===== config.mk =====
export PLATFORM = sky130hd
export DESIGN_NAME = fetch_queue_flat
export DESIGN_NICKNAME = d
export VERILOG_FILES = /design/src/rtl/riscv_pipe_pkg.sv /design/src/rtl/fetch_queue_if.sv /design/src/rtl/fetch_fifo.sv /design/src/rtl/fetch_queue.sv /design/src/flat_wrapper.sv
export SDC_FILE = /design/constraint.sdc
export NUM_CORES = 1
export LEC_CHECK = 0
export CORE_MARGIN = 2
export CORE_UTILIZATION = 55
export DETAILED_ROUTE_END_ITERATION = 16
export PLACE_DENSITY_LB_ADDON = 0.1
export SLEW_MARGIN = 20
export SYNTH_ARGS = -nofsm -noshare
export SYNTH_HDL_FRONTEND = slang
export SYNTH_SLANG_ARGS = --single-unit
export TNS_END_PERCENT = 20

===== constraint.sdc =====
create_clock -name clk -period 4.4 [get_ports clk]
set_input_delay 1.1 -clock clk [delete_from_list [all_inputs] [get_ports clk]]
set_output_delay 1.1 -clock clk [all_outputs]
set_load 0.01 [all_outputs]

===== src/rtl/riscv_pipe_pkg.sv =====
// Shared types and constants for the 5-stage RISC-V pipeline front end.
package riscv_pipe_pkg;

    localparam int XLEN = 32;

    // addi x0, x0, 0 -- shown to decode whenever no real instruction is available
    localparam logic [XLEN-1:0] NOP_INSTR = 32'h0000_0013;

    // One buffered fetch result: the instruction word and the PC it came from
    typedef struct packed {
        logic [XLEN-1:0] pc;
        logic [XLEN-1:0] instr;
    } fetch_entry_t;

endpackage


===== src/rtl/fetch_queue_if.sv =====
// Instruction-memory handshake and decode-side outputs of the fetch front end.
interface fetch_queue_if;
    import riscv_pipe_pkg::*;

    // Instruction memory request / response
    logic            ImemReqValid;
    logic [XLEN-1:0] ImemReqAddr;
    logic            ImemReqReady;
    logic            ImemRespValid;
    logic [XLEN-1:0] ImemRespData;

    // Execute-stage redirect and decode back-pressure
    logic            PCSrcE;
    logic [XLEN-1:0] PCTargetE;
    logic            StallF;

    // Instruction presented to the IF/ID register
    logic            ValidF;
    logic [XLEN-1:0] InstrF;
    logic [XLEN-1:0] PCF;
    logic [XLEN-1:0] PCPlus4F;

    // Fetch front end side
    modport master (
        output ImemReqValid, ImemReqAddr,
        input  ImemReqReady, ImemRespValid, ImemRespData,
        input  PCSrcE, PCTargetE, StallF,
        output ValidF, InstrF, PCF, PCPlus4F
    );

    // Memory / pipeline environment side
    modport slave (
        input  ImemReqValid, ImemReqAddr,
        output ImemReqReady, ImemRespValid, ImemRespData,
        output PCSrcE, PCTargetE, StallF,
        input  ValidF, InstrF, PCF, PCPlus4F
    );

endinterface


===== src/rtl/fetch_fifo.sv =====
// Small synchronous FIFO of fetch entries with flush; head is visible combinationally.
module fetch_fifo
    import riscv_pipe_pkg::*;
#(
    parameter int DEPTH = 4
) (
    input  logic                     clk,
    input  logic                     rst,
    input  logic                     push,
    input  logic                     pop,
    input  logic                     clear,
    input  fetch_entry_t             din,
    output fetch_entry_t             head,
    output logic [$clog2(DEPTH):0]   count
);

    localparam int PW = $clog2(DEPTH);
    localparam int CW = PW + 1;

    fetch_entry_t    mem [DEPTH];
    logic [PW-1:0]   rd_ptr;
    logic [PW-1:0]   wr_ptr;
    logic            do_pop;
    logic            do_push;

    // A pop frees a slot in the same cycle, so push into a full FIFO is fine alongside it
    assign do_pop  = pop && (count != '0);
    assign do_push = push && ((count != CW'(DEPTH)) || do_pop);

    // Pointer and occupancy bookkeeping; a flush overrides any push or pop
    always_ff @(posedge clk or posedge rst) begin
        if (rst) begin
            rd_ptr <= '0;
            wr_ptr <= '0;
            count  <= '0;
        end else if (clear) begin
            rd_ptr <= '0;
            wr_ptr <= '0;
            count  <= '0;
        end else begin
            if (do_pop) begin
                rd_ptr <= rd_ptr + PW'(1);
            end
            if (do_push) begin
                wr_ptr <= wr_ptr + PW'(1);
            end
            count <= count + CW'(do_push) - CW'(do_pop);
        end
    end

    // Entry storage holds data only, so it is written but never reset
    always_ff @(posedge clk) begin
        if (do_push && !clear) begin
            mem[wr_ptr] <= din;
        end
    end

    assign head = mem[rd_ptr];

endmodule


===== src/rtl/fetch_queue.sv =====
// Instruction-fetch front end: owns the fetch PC, keeps up to DEPTH requests
// outstanding to a variable-latency memory, buffers returned words with their
// PC and hands one instruction per cycle to decode, honouring stalls and
// execute-stage redirects.
module fetch_queue
    import riscv_pipe_pkg::*;
#(
    parameter int              DEPTH    = 4,
    parameter logic [XLEN-1:0] RESET_PC = 32'h0000_0000
) (
    input  logic          clk,
    input  logic          rst,
    fetch_queue_if.master bus
);

    localparam int CW = $clog2(DEPTH) + 1;

    logic [XLEN-1:0] fetch_pc;
    logic [XLEN-1:0] resp_pc;
    logic [CW-1:0]   count;
    logic [CW-1:0]   inflight;
    logic [CW-1:0]   drop;

    logic            req_fire;
    logic            resp_take;
    logic            resp_push;
    logic            pop;
    fetch_entry_t    push_entry;
    fetch_entry_t    head;

    // Issue only while buffered plus outstanding work leaves room for one more
    // response, so a response can never find the FIFO full without a pop.
    assign bus.ImemReqValid = !rst && !bus.PCSrcE &&
                              (({1'b0, count} + {1'b0, inflight}) < (CW+1)'(DEPTH));
    assign bus.ImemReqAddr  = fetch_pc;
    assign req_fire         = bus.ImemReqValid && bus.ImemReqReady;

    // A response with nothing outstanding is spurious and leaves no trace.
    // Responses owed to requests issued before a redirect are discarded.
    assign resp_take  = bus.ImemRespValid && (inflight != '0);
    assign resp_push  = resp_take && (drop == '0) && !bus.PCSrcE;
    assign push_entry = '{pc: resp_pc, instr: bus.ImemRespData};

    assign pop = bus.ValidF && !bus.StallF;

    fetch_fifo #(
        .DEPTH (DEPTH)
    ) u_fifo (
        .clk   (clk),
        .rst   (rst),
        .push  (resp_push),
        .pop   (pop),
        .clear (bus.PCSrcE),
        .din   (push_entry),
        .head  (head),
        .count (count)
    );

    // Fetch/response PCs, outstanding-request count and stale-response count
    always_ff @(posedge clk or posedge rst) begin
        if (rst) begin
            fetch_pc <= RESET_PC;
            resp_pc  <= RESET_PC;
            inflight <= '0;
            drop     <= '0;
        end else begin
            inflight <= inflight + CW'(req_fire) - CW'(resp_take);
            if (bus.PCSrcE) begin
                // Everything still outstanding after this cycle belongs to the old path
                fetch_pc <= bus.PCTargetE;
                resp_pc  <= bus.PCTargetE;
                drop     <= inflight - CW'(resp_take);
            end else begin
                if (req_fire) begin
                    fetch_pc <= fetch_pc + 32'd4;
                end
                if (resp_push) begin
                    resp_pc <= resp_pc + 32'd4;
                end
                if (resp_take && (drop != '0)) begin
                    drop <= drop - CW'(1);
                end
            end
        end
    end

    // Decode sees the FIFO head, or a NOP at PC 0 when nothing is buffered
    assign bus.ValidF   = (count != '0);
    assign bus.InstrF   = bus.ValidF ? head.instr : NOP_INSTR;
    assign bus.PCF      = bus.ValidF ? head.pc : '0;
    assign bus.PCPlus4F = bus.PCF + 32'd4;

endmodule


===== src/flat_wrapper.sv =====
// flat-port wrapper written by rule: the top's interface ports become plain ports
module fetch_queue_flat import riscv_pipe_pkg::*;
#(
    parameter int              DEPTH    = 4,
    parameter logic [XLEN-1:0] RESET_PC = 32'h0000_0000
)
  (clk, rst, bus_ImemReqValid, bus_ImemReqAddr, bus_ImemReqReady, bus_ImemRespValid, bus_ImemRespData, bus_PCSrcE, bus_PCTargetE, bus_StallF, bus_ValidF, bus_InstrF, bus_PCF, bus_PCPlus4F);
  fetch_queue_if bus_i ();
  input  logic clk;
  input  logic rst;
  output wire logic [$bits(bus_i.ImemReqValid)-1:0] bus_ImemReqValid;
  output wire logic [$bits(bus_i.ImemReqAddr)-1:0] bus_ImemReqAddr;
  input wire logic [$bits(bus_i.ImemReqReady)-1:0] bus_ImemReqReady;
  input wire logic [$bits(bus_i.ImemRespValid)-1:0] bus_ImemRespValid;
  input wire logic [$bits(bus_i.ImemRespData)-1:0] bus_ImemRespData;
  input wire logic [$bits(bus_i.PCSrcE)-1:0] bus_PCSrcE;
  input wire logic [$bits(bus_i.PCTargetE)-1:0] bus_PCTargetE;
  input wire logic [$bits(bus_i.StallF)-1:0] bus_StallF;
  output wire logic [$bits(bus_i.ValidF)-1:0] bus_ValidF;
  output wire logic [$bits(bus_i.InstrF)-1:0] bus_InstrF;
  output wire logic [$bits(bus_i.PCF)-1:0] bus_PCF;
  output wire logic [$bits(bus_i.PCPlus4F)-1:0] bus_PCPlus4F;
  assign bus_ImemReqValid = bus_i.ImemReqValid;
  assign bus_ImemReqAddr = bus_i.ImemReqAddr;
  assign bus_i.ImemReqReady = bus_ImemReqReady;
  assign bus_i.ImemRespValid = bus_ImemRespValid;
  assign bus_i.ImemRespData = bus_ImemRespData;
  assign bus_i.PCSrcE = bus_PCSrcE;
  assign bus_i.PCTargetE = bus_PCTargetE;
  assign bus_i.StallF = bus_StallF;
  assign bus_ValidF = bus_i.ValidF;
  assign bus_InstrF = bus_i.InstrF;
  assign bus_PCF = bus_i.PCF;
  assign bus_PCPlus4F = bus_i.PCPlus4F;
  fetch_queue #(.DEPTH(DEPTH), .RESET_PC(RESET_PC)) u_core (.clk(clk), .rst(rst), .bus(bus_i));
endmodule

==> run metrics, run 1 <==
Slew HR=0.367; H-tree depth=2; Post-synth EDFFs=256; P_leak=6.62 nW; Crit Path Max Fanout=5; Synth Area in Compound Gates=0.0392; syn nets=1091; final count of pins violating max slew=0; Synth Area in Adders=0.0170; cells along the critical path=mux4_2 -> and2_4 -> ha_2 -> nand2_1 -> o22a_2 -> nor4_4 -> nand4_4 -> buf_6 -> nor3_2 -> xor2_1 -> clkdlybuf4s15_2; Port Buf Inserts=about 200; Max stage delay cell, worst path=dfrtp_4; vias per cell=5.75; largest delay contributor family on the critical path=simple AND/OR/NAND/NOR gates; Num CTS Buffers=35; power density over cell area=between 500 and 600 nW/um2; latest clock arrival within the worst-skew pair=510 ps; Routed WL per cell=20.3 um; area leader, netlist=edfxtp_1; IO Pins=200; largest cells by area after synthesis=edfxtp_1, dfrtp_1, mux4_2; Initial Utilization=0.557; crit path kind=flop to output pin; CTS Sinks=roughly 330; Mean Syn Cell Area=14.9 um2; initial antenna violation count=0; fillcell total=1786; total grt overflow=0; Yosys cell types=58; Tot GR Track Use=0.228; most common cell in the netlist=edfxtp_1; Post-Synthesis Cell Area=~15000 um2; area grow syn2layout=25.5%; dpl ws=223 ps; layout cells sized above 1=0.165; multiplexer share of the synthesized area=0.109; CP startpoint=u_core.u_fifo.rd_ptr[0]$_DFFE_PP0P_; flop2flop setup slack=1670 ps; post-synthesis sequential area ratio=0.646; starting DRC count in detailed routing=~850; CP peak stage delay=530 ps; top post-synthesis cells by count=edfxtp_1, nand2_1, dfrtp_1; Main synth FF type=edfxtp_1; Post-Synth XOR/XNOR Area=0.0412; Period minus WS final=4300 ps; status=finished, final reports clean; Hold Crit Class=flop to flop; core area=roughly 27000 um2; Setup WS post-layout=104 ps; DR vias=9150; crit path capture type=output pin; Worst Path Arrival=3200 ps; Max Fclk=233 MHz; die span in x=approximately 170 um; Clock Skew=approximately 18 ps; ys async rst share=0.231; antenna-violating nets left=0; Die ar.=28400 um2; startpoint types=flop; final setup violation count=0; DR pass1 iterations=5; CTS tree=yes; Synth warnings=0; ANT cells=0; maximum number of pins on one net before global-route repair=78; vias in the first global route=9025; clock transition at the registers of the reported paths=60 ps; max cap viols=0; first-pass GRT wire length=50200 um; clk buf depth=3; Synth top area share=0.517; Simple-Gate Fraction of Synth Area=0.121; CP required=roughly 3300 ps; Yosys reg bits=333; Row Count=60; Slew @ Worst Pin=between 900 and 1000 ps; Post-Route WL=between 30000 and 40000 um; worst vdd rail ir drop=0.313 mV; Root Buffer=clkbuf_16; fin util=0.699; Post-Syn Instances=1002; crit share post-route=0.976; largest family of logic cells by synthesized area=simple AND/OR/NAND/NOR gates; Final Hold Viols=0; Buf+Inv Stages, Crit Path=2; Final GP Congestion=~0.86; beginning of the worst hold path=u_core.resp_pc[0]$_DFFE_PP0P_; HPWL Detailed=20400 um; FF-to-FF Start=u_core.inflight[1]$_DFF_PP0_; drc violations=0; die height=169 um; Final nets=1317
==> path summary, 6_finish.rpt <==
check | to | cells after the start
worst max-delay path | bus_PCPlus4F[26] | 11
worst min-delay path | u_core.u_fifo.mem[0][32]$_DFFE_PP_ | 0
worst max register to register | u_core.u_fifo.count[2]$_DFF_PP0_ | 12
worst min register to register | u_core.u_fifo.mem[0][32]$_DFFE_PP_ | 0
max in group asynchronous | u_core.u_fifo.rd_ptr[0]$_DFFE_PP0P_ | 3
min in group asynchronous | u_core.drop[2]$_DFFE_PP0P_ | 3
==> metrics by stage <==
stage | area, um2 | total power [mW] | TNS [ps] | hold WS (ps) | cells
global route | 18700 | 10.7 | -112 | 560 | 1592
floorplan | 14900 | 5.75 | 0 | 476 | 1002
detailed placement | 17300 | 7.37 | 0 | 524 | 1517
global placement | 17300 | 7.33 | 0 | 500 | 1517
CTS | 18500 | 10.3 | -521 | 534 | 1584
finish | 18700 | 10.2 | 0 | 528 | 1592
==> worst reg2reg max path, cell delays in order (launching register included) <==
cell and delay, ps:
dfrtp_1 450, nor3_1 560, nor2_1 110, buf_4 190, and2_1 160, inv_1 90
ha_1 220, inv_1 50, ha_1 130, inv_1 50, fa_1 370, xnor2_1 160
nor2_1 50
==> kinds of logic (layout without fill, tap and decap cells) <==
family,count (synthesis),in the layout
flops,333,333
simple gates,323,323
compound gates,97,97
buf+inv,85,334
mux,75,75
xor+xnor,70,70
fa+ha+maj,19,19
==> cell type report <==
class / instances / area (um2) / share of cell area
multi-input combinational: 584 / 4960 / 0.265
clock buffer: 47 / 983 / 0.0527
sequential: 333 / 9620 / 0.515
clock inverter: 13 / 135 / 0.00724
timing repair buffer: 234 / 2400 / 0.128
inverter: 40 / 154 / 0.00824
tap: 341 / 427 / 0.0228
==> power by group <==
part | internal (mW) | switching, mW | leakage (nW) | total (mW)
clock network | 1.74 | 1.14 | 0.552 | 2.88
registers | 3.61 | 0.204 | 3.24 | 3.81
logic | 1.84 | 1.69 | 2.83 | 3.54
==> registers in the layout (all words and copies together), names as in the netlist <==
name	count
u_core.u_fifo.mem	256
u_core.inflight	3
u_core.bus.ImemReqAddr	32
u_core.resp_pc	32
u_core.u_fifo.rd_ptr	2
u_core.drop	3
u_core.u_fifo.wr_ptr	2
u_core.u_fifo.count	3
==> cells in the final DEF (no fill, tap or decap), types with 5 or more instances in the layout <==
master,synthesis,layout
a31oi_1,5,5
xor2_1,38,38
nand2_1,99,96
a21oi_1,12,12
nor2_1,39,35
clkinv_2,0,6
and2_1,54,53
o21ai_0,50,50
inv_1,40,37
clkbuf_16,0,39
and3_1,17,13
mux4_2,55,58
buf_12,1,5
nor3_1,17,12
mux2_2,6,6
ha_1,17,16
nand4_1,14,14
clkdlybuf4s50_1,0,183
edfxtp_1,256,256
mux4_1,11,8
o311ai_0,12,12
nor3_2,7,11
xnor2_1,32,32
clkinv_1,0,5
dlygate4sd2_1,0,5
clkbuf_1,21,8
nand3_1,37,35
dfrtp_1,77,75
buf_4,5,22
o211ai_1,9,9
==> routing by layer <==
metal,wire [um],global-route usage,share of wire,up-vias
met3,2350,0.0367,0.073,32
met1,14700,0.338,0.45,4529
met2,14900,0.364,0.46,370
li1,-,-,-,4219
met4,380,0.0491,0.012,0
met5,0,0,0,-
==> repair_timing <==
action / CTS / global route
resized for setup: 35 / 26
endpoints found under the setup margin: 24 / 21
pin swaps: 7 / 8
buffers inserted: 6 / 6
hold buffers: 0 / 0
cloned: 1 / 2
No activity file was read; power rests on OpenSTA's default activity.
==> inputs of run 2 (changes only) <==
--- a/config.mk
+++ b/config.mk
@@ -5,8 +5,10 @@
 export SDC_FILE = /design/constraint.sdc
 export NUM_CORES = 1
 export LEC_CHECK = 0
+export ABC_AREA = 1
+export ABC_CLOCK_PERIOD_IN_PS = 4400
 export CORE_MARGIN = 2
-export CORE_UTILIZATION = 55
+export CORE_UTILIZATION = 56
 export DETAILED_ROUTE_END_ITERATION = 16
 export PLACE_DENSITY_LB_ADDON = 0.1
 export SLEW_MARGIN = 20
==> run 2 against run 1 <==
Compared with the run above: final cell count rose by 50%; core utilization fell by 0.47 points; flip-flop and latch count did not move; non-clock buffer count rose by 2; highest routed layer unchanged.
==> run metrics, run 2 <==
status=finished, final reports clean; Yosys reg bits=between 300 and 400; Post-Syn Instances=about 1800; setup tns final=0 ps; ANT cells=0; hold path depth=2; placed cell areas=18700 um2; fin util=0.694; P_leak=7.82 nW; startpoint types=flop; Period minus WS final=4310 ps; most common cell in the netlist=nand2_1; Mean Syn Cell Area=between 9 and 10 um2; total grt overflow=0; Die ar.=between 30000 and 40000 um2; Yosys cell types=43; Initial Utilization=0.568; Clock Skew=~26 ps; IO Pins=200; vias per cell=approximately 5.5; CP required=3300 ps; Synth warnings=0; largest cells by area after synthesis=edfxtp_1, dfrtp_1, nand2_1; power density over cell area=approximately 550 nW/um2; largest reg by FF count=u_core.u_fifo.mem; post-synthesis sequential area ratio=0.589; Worst Path Arrival=3210 ps; latest clock arrival within the worst-skew pair=roughly 520 ps; maximum number of pins on one net before global-route repair=78; most frequent cells in the layout=nand2_1, nor2_1, edfxtp_1; max FFs per register=256; clk buf depth=3; Row Count=between 60 and 70; fin area=19900 um2; Tot Pwr=10.9 mW; Hold Buf Count CTS=0; Final GP Congestion=0.985; vias in the first global route=12515; crit path capture type=output pin; die height=175 um; max cap viols=0; area grow syn2layout=22.1%; first-pass GRT wire length=64700 um; fillcell total=2207; Crit Path Max Fanout=9; Routed WL per cell=17.2 um; clock transition at the registers of the reported paths=60 ps; Main synth FF type=edfxtp_1; DR vias=13043; worst vdd rail ir drop=0.309 mV; H-tree depth=2; placed instance count=2324; syn nets=1869; Root Buffer=clkbuf_16; CTS Sinks=333; Tot GR Track Use=0.268; final count of pins violating max slew=0; drc violations=0; ys async rst share=0.231; layout cells sized above 1=0.0733; Final nets=2070; crit share post-route=0.979; core area=28700 um2; Max Fclk=between 200 and 250 MHz; initial antenna violation count=0; DR pass1 iterations=7; crit path kind=flop to output pin; FF-to-FF path depth=14; Slew @ Worst Pin=785 ps; Post-Synthesis Cell Area=about 16000 um2; Final Hold Viols=0; RSZ-0062 raised after global routing=yes; CTS tree=yes; Hold Crit Class=flop to flop; Num CTS Buffers=35; Slew HR=0.476; Post-synth EDFFs=about 260; starting DRC count in detailed routing=1085; most common cell after layout, fill and taps aside=nand2_1; Post-Layout Cell Count=2390; Synth top area share=0.471; final setup violation count=0; antenna-violating nets left=0; area leader, netlist=edfxtp_1; HPWL Detailed=27500 um; die span in x=175 um; Post-Route WL=slightly above 40000 um; Port Buf Inserts=slightly below 200; top post-synthesis cells by count=nand2_1, nor2_1, edfxtp_1
## run 2: changes by cell type after synthesis, moves of 23 or more
cell     previous run  this run
o21ai_0            50       102
and2_1             54         1
nand2_1            99       492
nor2_1             39       272
a21oi_1            12        70
mux4_2             55         0
nor2_2              0        24
nand3_1            37       117
xnor2_1            32         9
inv_1              40       125
## run 2: worst paths after layout
check | start | endpoint | slack (ps)
max reg2reg | u_core.drop[0]$_DFFE_PP0P_ | u_core.u_fifo.count[2]$_DFF_PP0_ | 1330
min reg2reg | u_core.bus.ImemReqAddr[0]$_DFFE_PP0P_ | u_core.bus.ImemReqAddr[0]$_DFFE_PP0P_ | 480
max in group asynchronous | rst | u_core.u_fifo.rd_ptr[0]$_DFFE_PP0P_ | 2730
min | u_core.bus.ImemReqAddr[0]$_DFFE_PP0P_ | u_core.bus.ImemReqAddr[0]$_DFFE_PP0P_ | 480
min in group asynchronous | rst | u_core.drop[1]$_DFFE_PP0P_ | 1100
max | u_core.u_fifo.rd_ptr[0]$_DFFE_PP0P_ | bus_PCPlus4F[20] | 90
## run 2: critical path, cell delays in order, from the launching register on
cell,delay [ps]
dfrtp_4,540
inv_4,150
nand2_1,80
nand3_1,60
and2_1,190
inv_1,50
nor2_1,150
ha_2,250
nand3_4,140
nor2_4,180
nand2_2,120
nor2_1,110
nand2_1,50
nand2_1,70
clkdlybuf4s50_1,540
## run 2: area by class of cell
class / count / area, um2 / share of cell area
multi-input combinational: 1242 / 5890 / 0.296
clock inverter: 17 / 131 / 0.00659
inverter: 133 / 503 / 0.0252
tap: 384 / 480 / 0.0241
clock buffer: 45 / 977 / 0.0491
sequential: 333 / 9620 / 0.483
timing repair buffer: 236 / 2320 / 0.117
## run 2: power breakdown
part	total, mW	switching (mW)	internal, mW
Sequential	3.95	0.280	3.67
Combinational	4.12	2.37	1.76
Clock	2.82	1.18	1.64
## run 2: metal layers
layer,up-vias,routed length (um),global-route usage
met5,-,0,0
met4,0,823,0.0694
met3,65,2790,0.0431
met2,464,19600,0.447
met1,6188,18000,0.369
li1,6326,-,-
## run 2: through the flow
stage                     worst slack, ps  hold slack, ps
final                                93.5             482
after global placement                468             458
after detailed placement              434             464
after floorplan                      -549             476
after CTS                           0.892             478
after global routing                -20.5             508
## run 2: cell families (layout without fill, tap and decap cells)
kind of cell               count (synthesis)  in the layout  synth area share
and+or+nand+nor                          969            969             0.248
AOI/OAI and AO/OA                        214            214            0.0716
buffers and inverters                    205            431            0.0543
xor gates and xnor gates                  39             39            0.0209
muxes                                      1              1          0.000690
adders and majority gates                 19             19            0.0155
DFF                                      333            333             0.589
## run 2: repair_timing
action	4_1_cts	5_1_grt
buffers inserted	1	2
endpoints found under the setup margin	20	24
cloned	0	1
gates resized for setup	4	16
==> inputs of run 3 (changes only) <==
--- a/config.mk
+++ b/config.mk
@@ -5,10 +5,9 @@
 export SDC_FILE = /design/constraint.sdc
 export NUM_CORES = 1
 export LEC_CHECK = 0
-export ABC_AREA = 1
 export ABC_CLOCK_PERIOD_IN_PS = 4400
 export CORE_MARGIN = 2
-export CORE_UTILIZATION = 56
+export CORE_UTILIZATION = 55
 export DETAILED_ROUTE_END_ITERATION = 16
 export PLACE_DENSITY_LB_ADDON = 0.1
 export SLEW_MARGIN = 20
==> results of run 3 <==
The final DEF is identical to that of run 1; final timing and power are the same.
